===== src/rtl/axil_multi_operand_adder.sv =====
// AXI4-Lite slave holding NUM_OPERANDS operand registers that are summed (or subtracted from
// operand 0) one operand per clock into a widened accumulator.
module axil_multi_operand_adder #(
  parameter int unsigned DATA_WIDTH   = 32,
  parameter int unsigned ADDR_WIDTH   = 8,
  parameter int unsigned NUM_OPERANDS = 4
) (
  input  logic                    s1_axi_aclk,
  input  logic                    s1_axi_areset,
  input  logic [ADDR_WIDTH-1:0]   s1_axi_awaddr,
  input  logic                    s1_axi_awvalid,
  output logic                    s1_axi_awready,
  input  logic [DATA_WIDTH-1:0]   s1_axi_wdata,
  input  logic [DATA_WIDTH/8-1:0] s1_axi_wstrb,
  input  logic                    s1_axi_wvalid,
  output logic                    s1_axi_wready,
  output logic [1:0]              s1_axi_bresp,
  output logic                    s1_axi_bvalid,
  input  logic                    s1_axi_bready,
  input  logic [ADDR_WIDTH-1:0]   s1_axi_araddr,
  input  logic                    s1_axi_arvalid,
  output logic                    s1_axi_arready,
  output logic [DATA_WIDTH-1:0]   s1_axi_rdata,
  output logic [1:0]              s1_axi_rresp,
  output logic                    s1_axi_rvalid,
  input  logic                    s1_axi_rready,
  output logic                    done_o
);

  localparam int unsigned StrbW   = DATA_WIDTH / 8;
  localparam int unsigned AddrLsb = $clog2(StrbW);
  localparam int unsigned IdxW    = ADDR_WIDTH - AddrLsb;
  localparam int unsigned CntW    = $clog2(NUM_OPERANDS);
  localparam int unsigned ExtW    = CntW + 1;
  localparam int unsigned AccW    = DATA_WIDTH + ExtW;

  if (!(DATA_WIDTH == 32 || DATA_WIDTH == 64)) begin : g_bad_width
    $error("DATA_WIDTH must be 32 or 64");
  end
  if (NUM_OPERANDS < 2 || NUM_OPERANDS > 16) begin : g_bad_operands
    $error("NUM_OPERANDS must be in 2..16");
  end

  typedef enum logic [0:0] {StIdle, StRun} state_e;

  state_e                state_q, state_d;
  logic [CntW-1:0]       k_q, k_d;
  logic [AccW-1:0]       acc_q, acc_d, acc_next;
  logic                  init_q;
  logic                  aw_held_q, w_held_q;
  logic [IdxW-1:0]       aw_idx_q;
  logic [DATA_WIDTH-1:0] w_data_q;
  logic [StrbW-1:0]      w_strb_q;
  logic                  bvalid_q, rvalid_q;
  logic [1:0]            bresp_q, rresp_q;
  logic [DATA_WIDTH-1:0] rdata_q;
  logic                  mode_q, done_q, ovf_q;
  logic [DATA_WIDTH-1:0] result_lo_q, result_hi_q;
  logic [DATA_WIDTH-1:0] operand_q [NUM_OPERANDS];

  logic                  busy, wr_fire, wr_err, start, finish, done_clr, op_we, ctrl_we;
  int                    wr_word, rd_word;
  logic [DATA_WIDTH-1:0] rd_data, cur_op;
  logic                  rd_err;
  logic [AccW-1:0]       ext_op;
  logic [ExtW-1:0]       acc_upper;
  logic                  unused_addr_lsb;

  assign unused_addr_lsb = ^{s1_axi_awaddr[AddrLsb-1:0], s1_axi_araddr[AddrLsb-1:0]};

  assign busy    = (state_q == StRun);
  assign wr_fire = aw_held_q & w_held_q & ~bvalid_q;
  assign wr_word = int'(aw_idx_q);
  assign rd_word = int'(s1_axi_araddr[ADDR_WIDTH-1:AddrLsb]);

  // Readies stay low through reset and rise on the first clock afterwards.
  assign s1_axi_awready = init_q & ~aw_held_q & ~bvalid_q;
  assign s1_axi_wready  = init_q & ~w_held_q & ~bvalid_q;
  assign s1_axi_arready = init_q & ~rvalid_q;
  assign s1_axi_bvalid  = bvalid_q;
  assign s1_axi_bresp   = bresp_q;
  assign s1_axi_rvalid  = rvalid_q;
  assign s1_axi_rresp   = rresp_q;
  assign s1_axi_rdata   = rdata_q;
  assign done_o         = done_q;

  // Write decode
  always_comb begin
    logic is_ctrl, is_status, is_res, is_op;
    is_ctrl   = (wr_word == 0);
    is_status = (wr_word == 1);
    is_res    = (wr_word == 2) || (wr_word == 3);
    is_op     = (wr_word >= 4) && (wr_word < 4 + int'(NUM_OPERANDS));
    wr_err    = 1'b0;
    if (!(is_ctrl || is_status || is_res || is_op)) begin
      wr_err = 1'b1;
    end else if (busy && (is_ctrl || is_op)) begin
      wr_err = 1'b1;
    end
    ctrl_we  = wr_fire & is_ctrl & ~busy & w_strb_q[0];
    start    = ctrl_we & w_data_q[0];
    done_clr = wr_fire & is_status & w_strb_q[0] & w_data_q[1];
    op_we    = wr_fire & is_op & ~busy;
  end

  // Read decode
  always_comb begin
    rd_data = '0;
    rd_err  = 1'b0;
    if (rd_word == 0) begin
      rd_data[1] = mode_q;
    end else if (rd_word == 1) begin
      rd_data[2:0] = {ovf_q, done_q, busy};
    end else if (rd_word == 2) begin
      rd_data = result_lo_q;
    end else if (rd_word == 3) begin
      rd_data = result_hi_q;
    end else if ((rd_word >= 4) && (rd_word < 4 + int'(NUM_OPERANDS))) begin
      for (int i = 0; i < int'(NUM_OPERANDS); i++) begin
        if (rd_word == 4 + i) rd_data = operand_q[i];
      end
    end else begin
      rd_err = 1'b1;
    end
  end

  // Operand fetch and accumulate step
  always_comb begin
    cur_op = '0;
    for (int i = 0; i < int'(NUM_OPERANDS); i++) begin
      if (k_q == CntW'(i)) cur_op = operand_q[i];
    end
    ext_op = mode_q ? {{ExtW{cur_op[DATA_WIDTH-1]}}, cur_op} : {{ExtW{1'b0}}, cur_op};
    if (k_q == '0) begin
      acc_next = ext_op;
    end else if (mode_q) begin
      acc_next = acc_q - ext_op;
    end else begin
      acc_next = acc_q + ext_op;
    end
    acc_upper = acc_next[AccW-1:DATA_WIDTH];
  end

  always_comb begin
    state_d = state_q;
    k_d     = k_q;
    acc_d   = acc_q;
    finish  = 1'b0;
    unique case (state_q)
      StIdle: begin
        if (start) begin
          state_d = StRun;
          k_d     = '0;
        end
      end
      StRun: begin
        acc_d = acc_next;
        k_d   = k_q + 1'b1;
        if (k_q == CntW'(NUM_OPERANDS - 1)) begin
          state_d = StIdle;
          k_d     = '0;
          finish  = 1'b1;
        end
      end
      default: state_d = StIdle;
    endcase
  end

  always_ff @(posedge s1_axi_aclk or posedge s1_axi_areset) begin
    if (s1_axi_areset) begin
      state_q <= StIdle;
      k_q     <= '0;
      acc_q   <= '0;
    end else begin
      state_q <= state_d;
      k_q     <= k_d;
      acc_q   <= acc_d;
    end
  end

  always_ff @(posedge s1_axi_aclk or posedge s1_axi_areset) begin
    if (s1_axi_areset) begin
      init_q      <= 1'b0;
      aw_held_q   <= 1'b0;
      aw_idx_q    <= '0;
      w_held_q    <= 1'b0;
      w_data_q    <= '0;
      w_strb_q    <= '0;
      bvalid_q    <= 1'b0;
      bresp_q     <= 2'b00;
      rvalid_q    <= 1'b0;
      rresp_q     <= 2'b00;
      rdata_q     <= '0;
      mode_q      <= 1'b0;
      done_q      <= 1'b0;
      ovf_q       <= 1'b0;
      result_lo_q <= '0;
      result_hi_q <= '0;
      for (int i = 0; i < int'(NUM_OPERANDS); i++) operand_q[i] <= '0;
    end else begin
      init_q <= 1'b1;
      if (s1_axi_awvalid && s1_axi_awready) begin
        aw_held_q <= 1'b1;
        aw_idx_q  <= s1_axi_awaddr[ADDR_WIDTH-1:AddrLsb];
      end
      if (s1_axi_wvalid && s1_axi_wready) begin
        w_held_q <= 1'b1;
        w_data_q <= s1_axi_wdata;
        w_strb_q <= s1_axi_wstrb;
      end
      if (wr_fire) begin
        bvalid_q <= 1'b1;
        bresp_q  <= wr_err ? 2'b10 : 2'b00;
      end else if (bvalid_q && s1_axi_bready) begin
        bvalid_q  <= 1'b0;
        aw_held_q <= 1'b0;
        w_held_q  <= 1'b0;
      end

      if (s1_axi_arvalid && s1_axi_arready) begin
        rvalid_q <= 1'b1;
        rdata_q  <= rd_data;
        rresp_q  <= rd_err ? 2'b10 : 2'b00;
      end else if (rvalid_q && s1_axi_rready) begin
        rvalid_q <= 1'b0;
      end

      if (ctrl_we) mode_q <= w_data_q[1];
      // Completion wins over a same-cycle DONE clear.
      if (start) begin
        done_q <= 1'b0;
        ovf_q  <= 1'b0;
      end else if (finish) begin
        done_q      <= 1'b1;
        ovf_q       <= mode_q ? acc_next[AccW-1] : |acc_upper;
        result_lo_q <= acc_next[DATA_WIDTH-1:0];
        result_hi_q <= {{(DATA_WIDTH-ExtW){acc_upper[ExtW-1]}}, acc_upper};
      end else if (done_clr) begin
        done_q <= 1'b0;
      end

      if (op_we) begin
        for (int i = 0; i < int'(NUM_OPERANDS); i++) begin
          if (wr_word == 4 + i) begin
            for (int b = 0; b < int'(StrbW); b++) begin
              if (w_strb_q[b]) operand_q[i][8*b +: 8] <= w_data_q[8*b +: 8];
            end
          end
        end
      end
    end
  end

endmodule

===== config.mk =====
export PLATFORM = sky130hd
export DESIGN_NAME = axil_multi_operand_adder
export DESIGN_NICKNAME = d
export VERILOG_FILES = /design/src/rtl/axil_multi_operand_adder.sv
export SDC_FILE = /design/constraint.sdc
export NUM_CORES = 1
export LEC_CHECK = 0
export ABC_AREA = 1
export BUFFER_PORTS_ARGS = -buffer_cell sky130_fd_sc_hd__buf_2
export CORE_MARGIN = 1
export CORE_UTILIZATION = 33
export CTS_BUF_LIST = sky130_fd_sc_hd__clkbuf_8 sky130_fd_sc_hd__clkbuf_16
export DETAILED_ROUTE_END_ITERATION = 8
export SLEW_MARGIN = 20
export SYNTH_ARGS = -nofsm -noshare
export SYNTH_HDL_FRONTEND = slang
export SYNTH_SLANG_ARGS = --single-unit

===== constraint.sdc =====
create_clock -name s1_axi_aclk -period 12.65 [get_ports s1_axi_aclk]
set_input_delay 1.265 -clock s1_axi_aclk [delete_from_list [all_inputs] [get_ports s1_axi_aclk]]
set_output_delay 1.265 -clock s1_axi_aclk [all_outputs]
set_load 0.02 [all_outputs]

==> impl_metrics.tcl, run 1 <==
set metrics [dict create \
    status "complete, no violations" \
    synthFlopType "dfrtp_1" \
    grt_overflow_total 0 \
    cts-buffers-inserted 31 \
    drtPass1Iterations 5 \
    use_met1 0.283 \
    cp_slowest_cell "nor2_1" \
    die_w_um 224 \
    grt_max_degree 83 \
    die_h_um 224 \
    synth_edf_count 0 \
    finalSetupViolations 0 \
    yosysWarnings 0 \
    grt_util_met3 0.0233 \
    fmax_mhz 166 \
    top_level_ports 101 \
    avgSynthCellArea_sq_um 7.56 \
    skew_ns 0.0237 \
    hold_class "flop to flop" \
    syn_area_sq_um 16300 \
    fp.dieArea_sq_um 50400 \
    cp-end-kind "flop" \
    crit_top_cell "nand2_1" \
    busiest_layer "met2" \
    final_util 0.375 \
    async_flop_share 1.00 \
    power.density_nw_per_um2 264 \
    n_antenna_cell 0 \
    cts_sinks 285 \
    pre_cts_slack_ns 6.77 \
    worstPathRequired_ns 13.13 \
    gp_congestion 0.950 \
    worst_slew_margin_rel 0.168 \
    leakage_nw 8.81 \
    drt_iter0_markers 1340 \
    post_drt_wl_per_cell_um 18.0 \
    clkTransAtPathRegs_ns 0.06 \
    setup_slack_ns 6.62 \
    vias 15100 \
    placedCellCount 2835 \
    finalHoldWorstSlack_ns 0.478 \
    peakVddDrop_mv 0.139 \
    hpwl_um 36500 \
    critical_path_class "flop to flop" \
    clockBufferDepth 3 \
    drt_wl_total_um 51900 \
    grt_pass1_vias 14600 \
    clockRootBuffer "clkbuf_16" \
    grt_use_met2 0.331 \
    critPathLaunchType "flop" \
    grt_antenna_before_repair 0 \
    max_stage_delay_ns 0.65 \
    cp_max_fo 58 \
    final-hold-violation-count 0 \
    tightest_slew_ns 1.24 \
    p_seq_frac 0.239 \
    final_cell_area_sq_um 18300 \
    nets 2304 \
    sw_frac_of_total 0.500 \
    insertion_delay_ns 0.60 \
    grt.total_usage 0.205 \
    cts_max_level 1 \
    hold_buffers 0 \
    drcViolationCount 0 \
    p_int_mw 2.42 \
    num_rows 81 \
    cts_tree "yes" \
    p_switching_mw 2.42 \
    tns_ns 0 \
    io_buffer_count 94 \
    synth_seq_cells 285 \
    layout_min_cycle_time_ns 6.03 \
    start_util 0.334 \
    grt_pass1_wl_um 81400 \
    drive_gt1_frac 0.104 \
    cp_data_arrival_time_ns 6.50 \
    maxCapViolCount 0 \
    netlist_instances 2160 \
    syn_to_final_growth_pct 12.1 \
    final_cells 2888 \
    maxSlewViolCount 0 \
    design.core.area_sq_um 48800 \
    post_cts_buffers 0 \
    rsz0062_at_grt "false" \
    ctsResizeCount 0 \
    postPlaceCellArea_sq_um 17300 \
    total_power_mw 4.83 \
    postRouteAntennaNets 0 \
    pwr-share-clk 0.181 \
    viasPerCell 5.21 \
    period_share 0.476 \
    synth-seq-area-share 0.437 \
    synth.distinct_cells 55 \
    combinationalPowerShare 0.579 \
]
[final cells by class]
type / instances / area, sq um
Tap cell: 664 / 831
Sequential cell: 285 / 7130
Timing Repair Buffer: 114 / 641
Fill cell: 5158 / 30500
Multi-Input combinational cell: 1589 / 8040
Clock inverter: 15 / 104
Clock buffer: 37 / 858
Inverter: 184 / 701
[Yosys cell counts (2+ instances only)]
library cell	count	area share
nand2_1	658	0.15
o21ai_0	327	0.10
dfrtp_1	285	0.44
inv_1	173	0.040
nand3_1	136	0.042
a21oi_1	98	0.030
nor2_1	84	0.019
clkbuf_1	73	0.017
ha_1	39	0.030
xor2_1	35	0.019
a32oi_1	23	0.012
a32o_1	20	0.012
a31oi_1	17	0.0065
nand2_2	14	0.0054
or2_2	12	0.0046
nor3_1	11	0.0034
o22ai_1	11	0.0042
xnor2_1	11	0.0059
buf_6	10	0.0069
nand4_1	10	0.0038
or2_1	10	0.0038
buf_2	9	0.0028
a21o_1	8	0.0037
o21ai_1	8	0.0025
o21bai_1	8	0.0037
inv_2	7	0.0016
buf_1	6	0.0014
nor2_4	6	0.0041
buf_4	5	0.0023
nor3_2	4	0.0025
o211ai_1	4	0.0018
a21boi_2	3	0.0021
a21oi_2	3	0.0016
clkinv_1	3	0.00069
nand3_2	3	0.0018
nor2_2	3	0.0011
a211oi_1	2	0.00092
and2_1	2	0.00077
conb_1	2	0.00046
nor4_1	2	0.00077
[kinds of logic (layout without fill, tap and decap cells)]
group           Yosys count  after routing  share of synthesized area
fa+ha+maj                40             40                     0.0311
xor+xnor                 46             46                     0.0247
other cells               2              3                   0.000460
buf+inv                 287            350                     0.0726
flops                   285            285                      0.437
compound gates          541            541                      0.187
simple gates            959            959                      0.247
[final timing paths]
| path | from | to | slack, ns | cells after the start |
|---|---|---|---|---|
| worst max register to register | k_q[1] | ovf_q | 6.62 | 33 |
| min in group asynchronous | s1_axi_areset | s1_axi_rdata[5] | 0.74 | 2 |
| max in group asynchronous | s1_axi_areset | operand_q[28] | 9.83 | 4 |
| worst min-delay path | s1_axi_rdata[20] | s1_axi_rdata[20] | 0.48 | 2 |
| worst min register to register | s1_axi_rdata[20] | s1_axi_rdata[20] | 0.48 | 2 |
| worst max-delay path | k_q[1] | ovf_q | 6.62 | 33 |
[critical path: cells and delay by family, from the launching register on]
kind	cells	cell delay (ns)
compound gates	5	1.01
xor+xnor	1	0.27
fa+ha+maj	2	0.52
buf+inv	7	1.35
flops	1	0.41
simple gates	18	2.35
[power by group through the flow]
stage / logic [mW] / clock network, mW / registers (mW)
2_1_floorplan: 2.06 / 0 / 1.14
3_3_place_gp: 2.72 / 0 / 1.17
3_5_place_dp: 2.74 / 0 / 1.17
4_1_cts: 2.76 / 0.893 / 1.15
5_1_grt: 3.11 / 0.929 / 1.17
6_report: 2.80 / 0.877 / 1.16
[routing by layer]
layer  wire length [um]  vias to the layer above
li1                   -                     7239
met1              23400                     7182
met2              23700                      518
met3               3250                      112
met4               1590                        0
met5                  0                        -
[cell usage in the layout, fill, tap and decap left out, types with 7 or more instances in the layout]
cell / Yosys / routed
nand4_1: 10 / 10
inv_2: 7 / 8
o21ai_0: 327 / 327
nor2_4: 6 / 8
inv_1: 173 / 175
buf_4: 5 / 19
o21bai_1: 8 / 8
a31oi_1: 17 / 17
a32oi_1: 23 / 23
clkbuf_16: 0 / 31
xnor2_1: 11 / 11
nor3_1: 11 / 11
o21ai_1: 8 / 8
nand3_1: 136 / 135
dfrtp_1: 285 / 285
a21oi_1: 98 / 98
a21o_1: 8 / 8
nor2_1: 84 / 82
nand2_1: 658 / 657
ha_1: 39 / 38
a32o_1: 20 / 20
or2_2: 12 / 12
or2_1: 10 / 10
buf_2: 9 / 94
o22ai_1: 11 / 11
xor2_1: 35 / 35
clkinv_2: 0 / 7
nand2_2: 14 / 15
[flip-flops by register name, indices dropped and copies added, names as in the netlist]
register and count:
acc_q 35, aw_held_q 1, aw_idx_q 6, busy 1
done_o 1, init_q 1, k_q 2, mode_q 1
operand_q 128, ovf_q 1, result_hi_q 3, result_lo_q 32
s1_axi_bresp 1, s1_axi_bvalid 1, s1_axi_rdata 32, s1_axi_rresp 1
s1_axi_rvalid 1, w_data_q 32, w_held_q 1, w_strb_q 4
Note: power is estimated with default switching activity, not from simulation.
==> run 2: changes to the inputs <==
clock period = 5.1 ns   (was 12.65 ns; I/O delays follow)
==> run 2 against run 1 <==
Against the previous run: global-route usage decreased by 0.47 points; clock skew down 0.0023 ns; critical path depth is 5 lower; clock power grew to 2.8 times the previous value; via count down 0.87%; sequential power grew 150%; sequential share of layout area is 0.73 points lower; first-iteration DRC count up 0.60%; hold slack got worse by 0.43 ns; clock-buffer cell count shrank 3; flip-flop and latch count stayed put.
==> impl_metrics.tcl, run 2 (synthesis results as in run 1) <==
set metrics [dict create \
    nets 2318 \
    critical_path_class "flop to flop" \
    die_h_um 224 \
    design.core.area_sq_um 48800 \
    n_antenna_cell 0 \
    finalSetupViolations 0 \
    syn_to_final_growth_pct 14.3 \
    cts_tree "yes" \
    num_rows 81 \
    regArea_sq_um 7130 \
    multi_input_area_sq_um 8070 \
    grt_pass1_vias 14200 \
    rsz0062_at_grt "true" \
    tightest_slew_ns 1.01 \
    post_drt_wl_per_cell_um 17.3 \
    drtPass1Iterations 5 \
    final_cell_mix "nand2_1, o21ai_0, dfrtp_1, inv_1, nand3_1" \
    drt_wl_total_um 50400 \
    fillers 5134 \
    maxSlewViolCount 0 \
    leakage_nw 8.96 \
    drcViolationCount 0 \
    total_power_mw 12.4 \
    cp_slowest_cell "dfrtp_1" \
    io_buffer_count 94 \
    reg_top3 "operand_q: 128 flops, acc_q: 35 flops" \
    worst_slew_margin_rel 0.323 \
    status "complete, no violations" \
    cts_max_level 1 \
    cts_sinks 285 \
    cts-buffers-inserted 31 \
    final-hold-violation-count 0 \
    regMostFlops "operand_q" \
    cp-end-kind "flop" \
    grt_antenna_before_repair 1 \
    hold_class "input pin to async pin" \
    grt_pass1_wl_um 79700 \
    clkTransAtPathRegs_ns 0.06 \
    grt_max_degree 181 \
    fmax_mhz 209 \
    layout_min_cycle_time_ns 4.78 \
    final_cells 2908 \
    vias 14900 \
    final_common_cell "nand2_1" \
    reg2reg_setup_slack_ns 0.32 \
    die_w_um 224 \
    largest_register_ff_count 128 \
    fp.dieArea_sq_um 50400 \
    postRouteAntennaNets 0 \
    clockBufferDepth 3 \
    peakVddDrop_mv 0.305 \
    max_stage_delay_ns 0.41 \
    worstPathRequired_ns 5.55 \
    drt_iter0_markers 1348 \
    top_level_ports 101 \
    r2r_end "result_lo_q[28]" \
    critPathLaunchType "flop" \
    viasPerCell 5.13 \
    clockRootBuffer "clkbuf_16" \
    placedCellCount 2848 \
    reg2regPathDepth 28 \
    maxCapViolCount 0 \
    gp_congestion 0.928 \
    period_share 0.937 \
    start_util 0.334 \
    hpwl_um 36500 \
    grt.total_usage 0.200 \
    skew_ns 0.0213 \
    power.density_nw_per_um2 665 \
    r2r-start "k_q[1]" \
    grt_overflow_total 0 \
    drive_gt1_frac 0.115 \
    insertion_delay_ns 0.59 \
    crit_top_cell "nand2_1" \
    cp_max_fo 7 \
    tns_ns 0 \
    cp_data_arrival_time_ns 5.23 \
]
## run 2: changes by cell type in the layout (fill, tap and decap cells not counted), moves of 2 or more
cell and delta:
buf_12 +4, buf_4 +10, bufinv_16 +6, clkbuf_8 -3
clkinvlp_4 +3, ha_1 -2, ha_2 +2
## run 2: routing by layer
metal,track usage,share of wire
met5,0,0
met4,0.0737,0.033
met3,0.0252,0.069
met2,0.317,0.46
met1,0.280,0.44
## run 2: worst max path at each step
stage,startpoint,end,slack (ns),cells past startpoint
floorplan,s1_axi_areset,acc_q[0],0.81,1
global placement,k_q[1],result_lo_q[17],0.32,24
detailed placement,k_q[1],result_lo_q[17],0.19,24
CTS,k_q[1],result_lo_q[17],0.16,24
global route,k_q[1],acc_q[31],-0.009,30
finish,k_q[1],result_lo_q[28],0.32,28
## run 2: critical path: cells and delay by family, from the launching register on
kind	cells	cell delay [ns]
compound gates	6	1.11
xor+xnor	1	0.18
fa+ha+maj	3	0.92
buf+inv	4	0.30
flops	1	0.41
simple gates	14	1.72
## run 2: metrics by stage
stage                     hold WS, ns  instance area [sq um]  setup WS [ns]   util
after CTS                      0.0562                  18600          0.162  0.381
final                          0.0449                  18700          0.322  0.382
after detailed placement        0.472                  17500          0.190  0.357
after floorplan                 0.448                  16300          0.813      -
after global placement          0.462                  17500          0.319  0.357
after global routing            0.101                  18700       -0.00918  0.382
## run 2: area by class of cell
class / instances / share of cell area
timing repair buffer: 128 / 0.0427
clock buffer: 34 / 0.0438
multi-input combinational: 1589 / 0.432
inverter: 184 / 0.0374
tap: 664 / 0.0445
clock inverter: 24 / 0.0171
sequential: 285 / 0.382
## run 2: what timing repair did
action,in CTS,in global routing
setup endpoints to repair,0,17
endpoints found under the hold margin,0,0
setup buffers,0,1
gates resized for setup,0,8
hold buffers,0,0
## run 2: where the power goes
part / switching [mW] / leakage, nW / total (mW) / internal (mW)
clock network: 0.982 / 0.564 / 2.49 / 1.51
logic: 4.79 / 4.53 / 7.04 / 2.25
registers: 0.251 / 3.87 / 2.87 / 2.62
total: 6.02 / 8.96 / 12.4 / 6.38
